<file path="config.mk">
export PLATFORM = sky130hd
export DESIGN_NAME = tlul_data_integ_enc_buf
export DESIGN_NICKNAME = d
export VERILOG_FILES = /design/src/rtl/tlul_pkg.sv /design/src/rtl/prim_secded_inv_39_32_enc.sv /design/src/rtl/tlul_data_integ_enc_buf.sv
export SDC_FILE = /design/constraint.sdc
export NUM_CORES = 1
export LEC_CHECK = 0
export BUFFER_PORTS_ARGS = -buffer_cell sky130_fd_sc_hd__buf_2
export CAP_MARGIN = 20
export CORE_MARGIN = 4
export CORE_UTILIZATION = 55
export CTS_CLUSTER_DIAMETER = 80
export DETAILED_ROUTE_END_ITERATION = 12
export GPL_ROUTABILITY_DRIVEN = 0
export PLACE_DENSITY_LB_ADDON = 0.1
export SLEW_MARGIN = 20
export SYNTH_ARGS = -nofsm -noshare
export SYNTH_HDL_FRONTEND = slang
export SYNTH_HIERARCHICAL = 1
export SYNTH_SLANG_ARGS = --single-unit
</file>
<file path="constraint.sdc">
create_clock -name clk_i -period 1.4 [get_ports clk_i]
set_input_delay 0 -clock clk_i [delete_from_list [all_inputs] [get_ports clk_i]]
set_output_delay 0 -clock clk_i [all_outputs]
set_load 0.01 [all_outputs]
</file>
<file path="src/rtl/tlul_pkg.sv">
// ============================================================================
// Module : tlul_pkg
// Brief  : Shared widths, integrity word type and occupancy states for the
//          TL-UL data-integrity encode buffer.
// Rev    : 1.0  initial release
// ============================================================================
`default_nettype none

package tlul_pkg;

  localparam int DataMaxWidth  = 32;
  localparam int DataIntgWidth = 7;
  localparam int DataWordWidth = DataMaxWidth + DataIntgWidth;

  // {7-bit check, 32-bit data}
  typedef logic [DataWordWidth-1:0] tlul_intg_word_t;

  typedef enum logic [1:0] {
    OCC_EMPTY = 2'd0,
    OCC_ONE   = 2'd1,
    OCC_FULL  = 2'd2
  } occ_state_e;

endpackage : tlul_pkg

`default_nettype wire

</file>
<file path="src/rtl/prim_secded_inv_39_32_enc.sv">
// ============================================================================
// Module : prim_secded_inv_39_32_enc
// Brief  : Inverted Hsiao 39/32 SECDED encoder (check bits XOR 7'h2A).
// Rev    : 1.0  initial release
// ============================================================================
`default_nettype none

module prim_secded_inv_39_32_enc
  import tlul_pkg::*;
(
  input  logic [DataMaxWidth-1:0] data_i,
  output tlul_intg_word_t         data_o
);

  localparam logic [DataIntgWidth-1:0] c_inv_mask = 7'h2A;

  // Row i selects the data bits that feed check bit i.
  localparam logic [DataMaxWidth-1:0] c_chk_mask [DataIntgWidth] = '{
    32'h2606BD25,
    32'hDEBA8050,
    32'h413D89AA,
    32'h31234ED1,
    32'hC2C1323B,
    32'h2DCC624C,
    32'h98505586
  };

  logic [DataIntgWidth-1:0] w_chk;

  always_comb begin
    w_chk = '0;
    for (int i = 0; i < DataIntgWidth; i++) begin
      w_chk[i] = ^(data_i & c_chk_mask[i]);
    end
  end

  assign data_o = {w_chk ^ c_inv_mask, data_i};

endmodule : prim_secded_inv_39_32_enc

`default_nettype wire

</file>
<file path="src/rtl/tlul_data_integ_enc_buf.sv">
// ============================================================================
// Module : tlul_data_integ_enc_buf
// Brief  : Encodes accepted words with inverted SECDED at capture and buffers
//          them (Depth=1 pipeline register, Depth=2 skid buffer).
//          Optional macro TLUL_DATA_INTEG_ERR_INJ_EN enables error injection.
// Rev    : 1.0  initial release
// ============================================================================
`default_nettype none

module tlul_data_integ_enc_buf
  import tlul_pkg::*;
#(
  parameter int Depth = 2
) (
  input  logic                    clk_i,
  input  logic                    rst_i,
  input  logic                    in_valid_i,
  output logic                    in_ready_o,
  input  logic [DataMaxWidth-1:0] in_data_i,
  input  logic [1:0]              inj_i,
  output logic                    out_valid_o,
  input  logic                    out_ready_i,
  output tlul_intg_word_t         out_data_intg_o,
  output logic                    busy_o
);

  tlul_intg_word_t w_enc;
  tlul_intg_word_t w_inj_mask;
  tlul_intg_word_t w_cap;
  logic            w_push;
  logic            w_pop;

  prim_secded_inv_39_32_enc u_enc (
    .data_i (in_data_i),
    .data_o (w_enc)
  );

`ifdef TLUL_DATA_INTEG_ERR_INJ_EN
  always_comb begin
    w_inj_mask = '0;
    case (inj_i)
      2'b01:   w_inj_mask[0]   = 1'b1;
      2'b11:   w_inj_mask[1:0] = 2'b11;
      2'b10:   w_inj_mask[32]  = 1'b1;
      default: w_inj_mask      = '0;
    endcase
  end
`else
  logic w_unused_inj;
  assign w_unused_inj = ^inj_i;
  assign w_inj_mask   = '0;
`endif

  assign w_cap  = w_enc ^ w_inj_mask;
  assign w_push = in_valid_i && in_ready_o;
  assign w_pop  = out_valid_o && out_ready_i;
  assign busy_o = out_valid_o;

  generate
    if (Depth == 1) begin : g_pipe
      occ_state_e      r_state;
      tlul_intg_word_t r_data;

      always_ff @(posedge clk_i) begin
        if (rst_i) begin
          r_state <= OCC_EMPTY;
          r_data  <= '0;
        end else if (w_push) begin
          // A push during a pop simply overwrites the departing entry.
          r_state <= OCC_ONE;
          r_data  <= w_cap;
        end else if (w_pop) begin
          r_state <= OCC_EMPTY;
        end
      end

      assign in_ready_o      = (r_state == OCC_EMPTY) || out_ready_i;
      assign out_valid_o     = (r_state != OCC_EMPTY);
      assign out_data_intg_o = r_data;
    end else begin : g_skid
      occ_state_e      r_state;
      logic            r_head;
      logic            r_tail;
      logic            r_in_ready;
      tlul_intg_word_t r_mem0;
      tlul_intg_word_t r_mem1;

      always_ff @(posedge clk_i) begin
        if (rst_i) begin
          r_state    <= OCC_EMPTY;
          r_head     <= 1'b0;
          r_tail     <= 1'b0;
          r_in_ready <= 1'b1;
          r_mem0     <= '0;
          r_mem1     <= '0;
        end else begin
          if (w_push) begin
            if (r_tail) r_mem1 <= w_cap;
            else        r_mem0 <= w_cap;
            r_tail <= ~r_tail;
          end
          if (w_pop) r_head <= ~r_head;

          // in_ready is registered, so a pop while full frees space one cycle later.
          case (r_state)
            OCC_EMPTY: if (w_push) r_state <= OCC_ONE;
            OCC_ONE: begin
              if (w_push && !w_pop) begin
                r_state    <= OCC_FULL;
                r_in_ready <= 1'b0;
              end else if (!w_push && w_pop) begin
                r_state <= OCC_EMPTY;
              end
            end
            OCC_FULL: begin
              if (w_pop) begin
                r_state    <= OCC_ONE;
                r_in_ready <= 1'b1;
              end
            end
            default: begin
              r_state    <= OCC_EMPTY;
              r_in_ready <= 1'b1;
            end
          endcase
        end
      end

      assign in_ready_o      = r_in_ready;
      assign out_valid_o     = (r_state != OCC_EMPTY);
      assign out_data_intg_o = r_head ? r_mem1 : r_mem0;
    end
  endgenerate

endmodule : tlul_data_integ_enc_buf

`default_nettype wire

</file>
==> results of run 1 <==
## area by class of cell
| class | instances | area [sq um] |
|---|---|---|
| Clock buffer | 12 | 145.1 |
| Clock inverter | 4 | 50.05 |
| Fill cell | 665 | 2653 |
| Multi-Input combinational cell | 310 | 2915 |
| Sequential cell | 83 | 1665 |
| Tap cell | 108 | 135.1 |
| Timing Repair Buffer | 126 | 1157 |
## stage by stage
| stage | utilization | total power [W] | std cells |
|---|---|---|---|
| 2_1_floorplan | - | 0.004071 | 453 |
| 3_3_place_gp | 0.5967 | 0.004468 | 596 |
| 3_5_place_dp | 0.5967 | 0.004501 | 596 |
| 4_1_cts | 0.6808 | 0.006538 | 640 |
| 5_1_grt | 0.6958 | 0.006904 | 643 |
| 6_report | 0.6958 | 0.006580 | 643 |
## what timing repair did
action	CTS	global route
hold buffers	26	1
setup endpoints to repair	39	42
hold endpoints to repair	48	1
gates resized for setup	47	17
pin swaps	0	2
gates cloned	2	2
buffers inserted	0	0
## routing by layer
metal | global-route usage | wire length (microns) | vias up | share of wire
li1 | - | - | 1627 | -
met1 | 0.2821 | 5222 | 1592 | 0.47
met2 | 0.3510 | 5113 | 62 | 0.46
met3 | 0.04736 | 532 | 12 | 0.048
met4 | 0.08174 | 157 | 0 | 0.014
met5 | 0 | 0 | - | 0
## cell usage in the layout, fill, tap and decap left out, types with 7 or more instances in the layout
master,n
nand2b_1,118
dfxtp_1,82
mux2i_1,78
buf_2,45
buf_6,33
mux2_4,28
xnor2_1,28
dlygate4sd3_1,27
xnor3_1,15
mux2_2,12
buf_4,12
clkbuf_8,10
xor2_1,7
## final timing paths
check | start | slack, ns | to | depth (start not counted)
max | g_skid.r_head | -0.08 | out_data_intg_o[35] | 3
min | in_data_i[30] | 0.03 | g_skid.r_mem0[30] | 3
max reg2reg | in_ready_o | 0.11 | g_skid.r_mem0[1] | 4
min reg2reg | g_skid.r_mem1[31] | 0.47 | g_skid.r_mem1[31] | 2
## registers in the layout, summed over array words and instances (netlist names)
signal	count
g_skid.r_head	1
g_skid.r_tail	1
in_ready_o	1
g_skid.r_mem1	39
g_skid.r_state	2
g_skid.r_mem0	39
## logic make-up after synthesis
kind of cell	synth area share
flip-flops	0.3377
XOR/XNOR	0.1391
AO/OA/AOI/OAI	0.01068
AND/OR/NAND/NOR	0.1686
buffers and inverters	0.09128
multiplexers	0.2502
adder cells (fa/ha/maj)	0.002542
## worst max-delay path, cell delays in order, from the launching register on
cell	delay (ns)
dfxtp_4	0.46
buf_12	0.19
mux2_4	0.33
buf_6	0.13
## power by group
part           internal [W]  switching, W
combinational       0.00128      0.000853
clock              0.000873      0.000887
sequential          0.00256      0.000120
==> summary.txt, run 1 <==
Floorplan
  • Initial core utilization: 0.5643
  • Die Area: 10520 sq um
  • Core Footprint: 8721 sq um
  • I/O pin cnt: 80
  • Die Height: 102.6 microns
  • Die X-Extent: 102.6 microns
  • Placement Rows: 34

STA
  • Smallest setup slack after layout: -0.07520 ns
  • Final Slew Violations: 0
  • Min Tclk post-route: 1.475 ns
  • Hold Vio Cnt, Final: 0
  • Worst-Margin Slew: 0.4153 ns
  • Final setup vio count: 39
  • Skew final: 0.006320 ns
  • Hold slack: 0.02645 ns
  • RSZ-0062 raised after global routing: yes
  • Setup TNS: -2.041 ns
  • Fmax: 677.9 MHz
  • Slew HR: 0.7232
  • Period Utilization, post-route: 1.054

Hold path
  • HP Class: in -> reg

Synth
  • Top FF cell, synth: dfxtp_1
  • Post-synth cell types: 31
  • Area contributors post-synth: dfxtp_1 34%, mux2i_1 16%, nand2b_1 15%
  • Top cells by count, synth: 118 x nand2b_1, 83 x dfxtp_1, 78 x mux2i_1
  • Share of the synthesized area in the top cell type: 0.3377
  • Register area share after synthesis: 0.3377
  • Mapped Cells: 453
  • Synth area leader: dfxtp_1
  • Synth Warn #: 6
  • Asr flop ratio synth: 0
  • Post-synth EDFFs: 0
  • Syn avg cell area: 10.86 sq um
  • Top-count cell post-synth: nand2b_1
  • Netlist Area Pre-Place: 4921 sq um
  • Mapped Nets: 492
  • Synthesis-stage register bit count: 83

Final layout
  • Layout area overhead: 23.32%
  • Fin nets: 569
  • Finished layout cell area: 6068 sq um
  • Antenna fix cells: 0
  • Layout cell share with drive strength beyond 1: 0.2991

Route
  • DR pass1 iterations: 4
  • Vias: 3293
  • Routed WL: 11030 microns
  • Wire per inst: 17.15 microns
  • Iteration-0 DRC Markers: 78
  • Drc violations: 0
  • Via-per-instance ratio: 5.121
  • Post-DRT Antenna Nets: 0

Clock tree
  • Clock buffer depth: 2
  • Root buffer cell: clkbuf_8
  • Clk sinks: 83
  • Clock transition at path regs: 0.09 ns
  • H-Tree Level Count: 3
  • Total CTS buffers: 9
  • Worst skew pair latency: 0.36 ns
  • CTS tree: done

Placement
  • Placement Setup Slack: -0.07372 ns
  • Port Buffers: 77
  • DP HPWL: 7085 microns
  • Area of placed instances: 5204 sq um

Global route
  • Vias in the first global route: 3380
  • GRT overflow: 0
  • GR Util All Layers: 0.2162
  • Initial antenna violation count: 0
  • Largest net degree at the start of global routing: 65
  • First-pass GRT wire length: 17350 microns

Power and ir drop
  • Worst VDD drop: 538.7 uV
  • Static leakage: 2.716 nW
  • Power Density: 1084 nW/um^2

Job
  • Max-cap viol count: 0

Outcome
  • Violations in the final reports: negative setup slack
  • Outcome: complete, but fails checks

Setup path
  • Crit Path Category: reg -> out
  • Crit-path max FO: 11
  • CP endpoint kind: output pin
  • Worst setup SP type: register
  • Worst Path Arrival: 1.48 ns
  • Required time of the critical path: 1.40 ns
(Power assumes the default switching activity.)
==> run 2: changes to the inputs <==
- CELL_PAD_IN_SITES_DETAIL_PLACEMENT: not set -> 2
- CELL_PAD_IN_SITES_GLOBAL_PLACEMENT: not set -> 2
- CORE_UTILIZATION: 55 -> 37
==> summary.txt, run 2 (synthesized netlist as in run 1, its figures left out) <==
Final layout
  • Layout cell share with drive strength beyond 1: 0.3062
  • Regs by FF count: g_skid.r_mem0 (39), g_skid.r_mem1 (39), g_skid.r_state (2)
  • Finished layout cell area: 5874 sq um
  • Post-Layout Cell Count: 688
  • Fin nets: 553
  • Most frequent cells in the layout: 118 x nand2b_1, 82 x dfxtp_1, 78 x mux2i_1, 58 x buf_2, 28 x xnor2_1
  • Layout area overhead: 19.37%
  • # fillers: 1345
  • Antenna fix cells: 0
  • Commonest non-fill, non-tap cell in the layout: nand2b_1

Global route
  • Largest net degree at the start of global routing: 125
  • GR Util All Layers: 0.1811
  • First-pass GRT wire length: 20520 microns
  • GRT overflow: 0
  • Vias in the first global route: 3670
  • Initial antenna violation count: 0

Clock tree
  • H-Tree Level Count: 3
  • CTS tree: done
  • Total CTS buffers: 9
  • Clock buffer depth: 2
  • Clk sinks: 83
  • Root buffer cell: clkbuf_16
  • Worst skew pair latency: 0.35 ns
  • Clock transition at path regs: 0.06 ns

Setup path
  • Crit Path Category: reg -> out
  • CP endpoint kind: output pin
  • CP delay by family, top: flip-flops
  • Worst Path Arrival: 1.43 ns
  • Required time of the critical path: 1.40 ns
  • CP peak stage delay: 0.40 ns
  • Reg2reg path depth: 4
  • Crit path depth: 3
  • Critical path's slowest cell: dfxtp_4
  • Crit-path max FO: 16
  • Worst setup SP type: register
  • WP buf/inv: 2
  • Worst path cell trace: buf_12 -> mux2_2 -> buf_2

Placement
  • DP HPWL: 9077 microns
  • Placed cells: 665
  • Port Buffers: 77
  • Area of placed instances: 5334 sq um

Hold path
  • HP Class: in -> reg
  • Hold path depth: 3

Route
  • Wire per inst: 18.82 microns
  • Routed WL: 12950 microns
  • Via-per-instance ratio: 4.823
  • Drc violations: 0
  • Iteration-0 DRC Markers: 108
  • DR pass1 iterations: 4
  • Post-DRT Antenna Nets: 0
  • Vias: 3318

Power and ir drop
  • Static leakage: 2.634 nW
  • Worst VDD drop: 514.0 uV
  • Power Density: 1170 nW/um^2

STA
  • Hold Vio Cnt, Final: 0
  • Fmax: 701.6 MHz
  • Worst-Margin Slew: 0.4112 ns
  • Final setup vio count: 15
  • RSZ-0062 raised after global routing: yes
  • Skew final: 0.002575 ns
  • Min Tclk post-route: 1.425 ns
  • Slew HR: 0.7258
  • Final Slew Violations: 0
  • Smallest setup slack after layout: -0.02537 ns
  • Period Utilization, post-route: 1.018

Job
  • Max-cap viol count: 0

Outcome
  • Violations in the final reports: negative setup slack
  • Outcome: complete, but fails checks

Floorplan
  • Core Footprint: 12820 sq um
  • Initial core utilization: 0.3837
  • Die X-Extent: 123.3 microns
  • Placement Rows: 41
  • I/O pin cnt: 80
  • Die Area: 15210 sq um
  • Die Height: 123.3 microns
-- run 2: timing repair --
action,in CTS,in global routing
cloned,0,0
resized for setup,11,29
endpoints found under the hold margin,13,0
endpoints found under the setup margin,39,41
hold buffers,9,0
buffers inserted,1,0
-- run 2: metrics by stage --
stage	worst slack, ns	utilization	power (W)	hold WS (ns)	TNS [ns]
after detailed placement	-0.1108	0.4159	0.004605	0.3291	-0.6017
after floorplan	0.1267	-	0.004071	0.1687	0
after CTS	-0.06350	0.4475	0.006872	0.0004595	-1.503
after global routing	-0.07912	0.4580	0.007257	0.01353	-1.753
final	-0.02537	0.4580	0.006872	0.007191	-0.1898
after global placement	-0.04493	0.4159	0.004554	0.3196	-0.2070
-- run 2: worst min-delay path: cells and delay by family --
kind	cells	cell delay (ns)
buf+inv	1	0.13
mux	1	0.07
simple gates	1	0.10
-- run 2: metal layers --
layer  vias up  wire length, microns  global-route usage
li1       1594                     -                   -
met1      1655                  5909              0.2314
met2        59                  6323              0.3017
met3        10                   546             0.04803
met4         0                   169             0.04983
met5         -                     0                   0
-- run 2: layout make-up --
type / count / area, sq um / share of cell area
Multi-Input combinational cell: 310 / 2882 / 0.4905
Sequential cell: 83 / 1665 / 0.2835
Timing Repair Buffer: 110 / 862.1 / 0.1468
Clock buffer: 13 / 250.2 / 0.04260
Tap cell: 172 / 215.2 / 0.03663
-- run 2: power breakdown --
part           leakage [nW]  switching [W]  internal (W)  total, W
combinational          1.83       0.000872       0.00117   0.00204
clock                 0.122       0.000921       0.00122   0.00214
sequential            0.679       0.000118       0.00257   0.00269
total                  2.63        0.00191       0.00496   0.00687
-- run 2: worst paths after layout --
path                          to        startpoint  slack (ns)
max          out_data_intg_o[21]     g_skid.r_head       -0.03
min            g_skid.r_mem0[29]     in_data_i[29]       0.007
max reg2reg    g_skid.r_mem0[10]        in_ready_o        0.09
min reg2reg     g_skid.r_mem0[9]  g_skid.r_mem0[9]        0.47
==> run 3: changes to the inputs <==
- CORE_ASPECT_RATIO: not set -> 0.8
==> summary.txt, run 3 (synthesized netlist as in run 1, its figures left out) <==
Power and ir drop
  • Worst VDD drop: 730.0 uV
  • Net Sw Frac: 0.2783
  • Register share of total power: 0.386
  • Power Density: 1182 nW/um^2
  • Static leakage: 2.647 nW
  • Clock power share: 0.319
  • Switching power: 0.001943 W
  • Cell Int Power: 0.005039 W
  • Final Power: 0.006981 W
  • Combinational share of power: 0.295

STA
  • Period Utilization, post-route: 1.056
  • Hold Vio Cnt, Final: 0
  • Slew HR: 0.7398
  • Setup TNS: -1.437 ns
  • Worst-Margin Slew: 0.3904 ns
  • Final Slew Violations: 0
  • Skew final: 0.003222 ns
  • Fmax: 676.4 MHz
  • Smallest setup slack after layout: -0.07843 ns
  • Final setup vio count: 37
  • Min Tclk post-route: 1.478 ns
  • RSZ-0062 raised after global routing: yes

Global route
  • GR Util All Layers: 0.1853
  • Largest net degree at the start of global routing: 55
  • First-pass GRT wire length: 21640 microns
  • Initial antenna violation count: 0
  • GRT overflow: 0
  • Vias in the first global route: 3752

Floorplan
  • Placement Rows: 37
  • Die Area: 15220 sq um
  • Initial core utilization: 0.3810
  • Die X-Extent: 136.9 microns
  • Die Height: 111.2 microns
  • I/O pin cnt: 80
  • Core Footprint: 12920 sq um

Hold path
  • WHS Endpoint: g_skid.r_state[0]
  • HP Class: in -> reg
  • Hold path start: in_valid_i
  • Hold path depth: 3

Outcome
  • Violations in the final reports: negative setup slack
  • Outcome: complete, but fails checks

Setup path
  • CP delay by family, top: flip-flops
  • CP peak stage delay: 0.43 ns
  • Worst Path Arrival: 1.48 ns
  • Worst R2R Setup Slack: 0.12 ns
  • Worst path cell trace: buf_16 -> mux2_2 -> buf_2
  • Reg2reg path depth: 4
  • FF-to-FF Start: in_ready_o
  • Crit-path max FO: 20
  • Crit Path Category: reg -> out
  • Worst setup SP type: register
  • WP buf/inv: 2
  • CP endpoint kind: output pin
  • Required time of the critical path: 1.40 ns
  • Worst R2R End: g_skid.r_mem0[13]
  • Critical path's slowest cell: dfxtp_4

Clock tree
  • Root buffer cell: clkbuf_16
  • Worst skew pair latency: 0.34 ns
  • Post-CTS setup buffer count: 0
  • H-Tree Level Count: 3
  • Clock buffer depth: 2
  • Clk sinks: 83
  • CTS tree: done
  • Total CTS buffers: 9
  • Clock transition at path regs: 0.06 ns

Route
  • Vias: 3304
  • Iteration-0 DRC Markers: 104
  • Routed WL: 13390 microns
  • DR pass1 iterations: 4
  • Via-per-instance ratio: 4.795
  • Drc violations: 0
  • Post-DRT Antenna Nets: 0
  • Wire per inst: 19.43 microns

Final layout
  • Multi-input logic area: 2893 sq um
  • Regs by FF count: g_skid.r_mem0 (39), g_skid.r_mem1 (39), g_skid.r_state (2)
  • Fin nets: 548
  • Layout cell share with drive strength beyond 1: 0.3152
  • Most frequent cells in the layout: 118 x nand2b_1, 81 x dfxtp_1, 78 x mux2i_1, 58 x buf_2, 28 x xnor2_1
  • # fillers: 1321
  • Commonest non-fill, non-tap cell in the layout: nand2b_1
  • Finished layout cell area: 5904 sq um
  • Layout area overhead: 19.98%
  • Antenna fix cells: 0
  • Register area: 1667 sq um

Placement
  • Area of placed instances: 5330 sq um
  • DP HPWL: 9403 microns
  • Port Buffers: 77
  • Placement Setup Slack: -0.09898 ns

Job
  • Max-cap viol count: 0
-- run 3: cell count changes in the layout (fill, tap and decap cells not counted) --
cell,previous run,this run
o21ai_1,1,0
clkinv_2,0,2
buf_4,17,15
clkbuf_8,1,2
buf_16,0,2
o21ai_0,1,2
dfxtp_2,0,1
dfxtp_1,82,81
mux2_4,19,22
mux2_2,21,18
dlygate4sd3_1,9,4
-- run 3: metrics by stage --
stage               hold slack, ns  std cells    util
finish                     0.01676        689  0.4571
global route               0.01402        689  0.4571
CTS                       0.001690        689  0.4560
detailed placement          0.3427        667  0.4127
global placement            0.3247        667  0.4127
floorplan                   0.1687        453       -
-- run 3: how the worst max path moves through the flow --
stage,from,end,slack [ns],cells past startpoint
final,g_skid.r_head,out_data_intg_o[18],-0.08,3
after global routing,g_skid.r_head,out_data_intg_o[26],-0.13,3
after CTS,g_skid.r_head,out_data_intg_o[18],-0.1,3
after detailed placement,in_data_i[0],g_skid.r_mem0[32],-0.1,6
after global placement,in_data_i[0],g_skid.r_mem1[32],-0.03,6
after floorplan,in_ready_o,g_skid.r_state[0],0.13,5
-- run 3: power groups by stage --
stage / Combinational [W] / Sequential, W / Clock (W)
after floorplan: 0.00138 / 0.00269 / 0
after global placement: 0.00183 / 0.00271 / 0
after detailed placement: 0.00187 / 0.00273 / 0
after CTS: 0.00208 / 0.00270 / 0.00232
after global routing: 0.00222 / 0.00273 / 0.00242
final: 0.00206 / 0.00270 / 0.00223
-- run 3: cell type report --
class                           instances  share of cell area
Sequential cell                        83              0.2823
Tap cell                              175             0.03708
Timing Repair Buffer                  105              0.1443
Clock inverter                          2            0.001695
Clock buffer                           14             0.04471
Multi-Input combinational cell        310              0.4899
-- run 3: timing repair --
action,CTS,global route
setup endpoints to repair,39,50
cloned,2,0
gates resized for setup,41,4
hold buffers,4,0
hold endpoints to repair,7,0
-- run 3: worst min-delay path, delay by kind of cell --
| family | cells | cell delay, ns |
|---|---|---|
| and+or+nand+nor | 1 | 0.09 |
| AOI/OAI and AO/OA | 1 | 0.07 |
| buffers and inverters | 1 | 0.14 |
-- run 3: per-layer routing --
metal / up-vias / GRT usage / share of wire
met3: 9 / 0.04174 / 0.033
met2: 51 / 0.3100 / 0.50
li1: 1588 / - / -
met1: 1656 / 0.2442 / 0.46
met5: - / 0 / 0
met4: 0 / 0.03790 / 0.0084
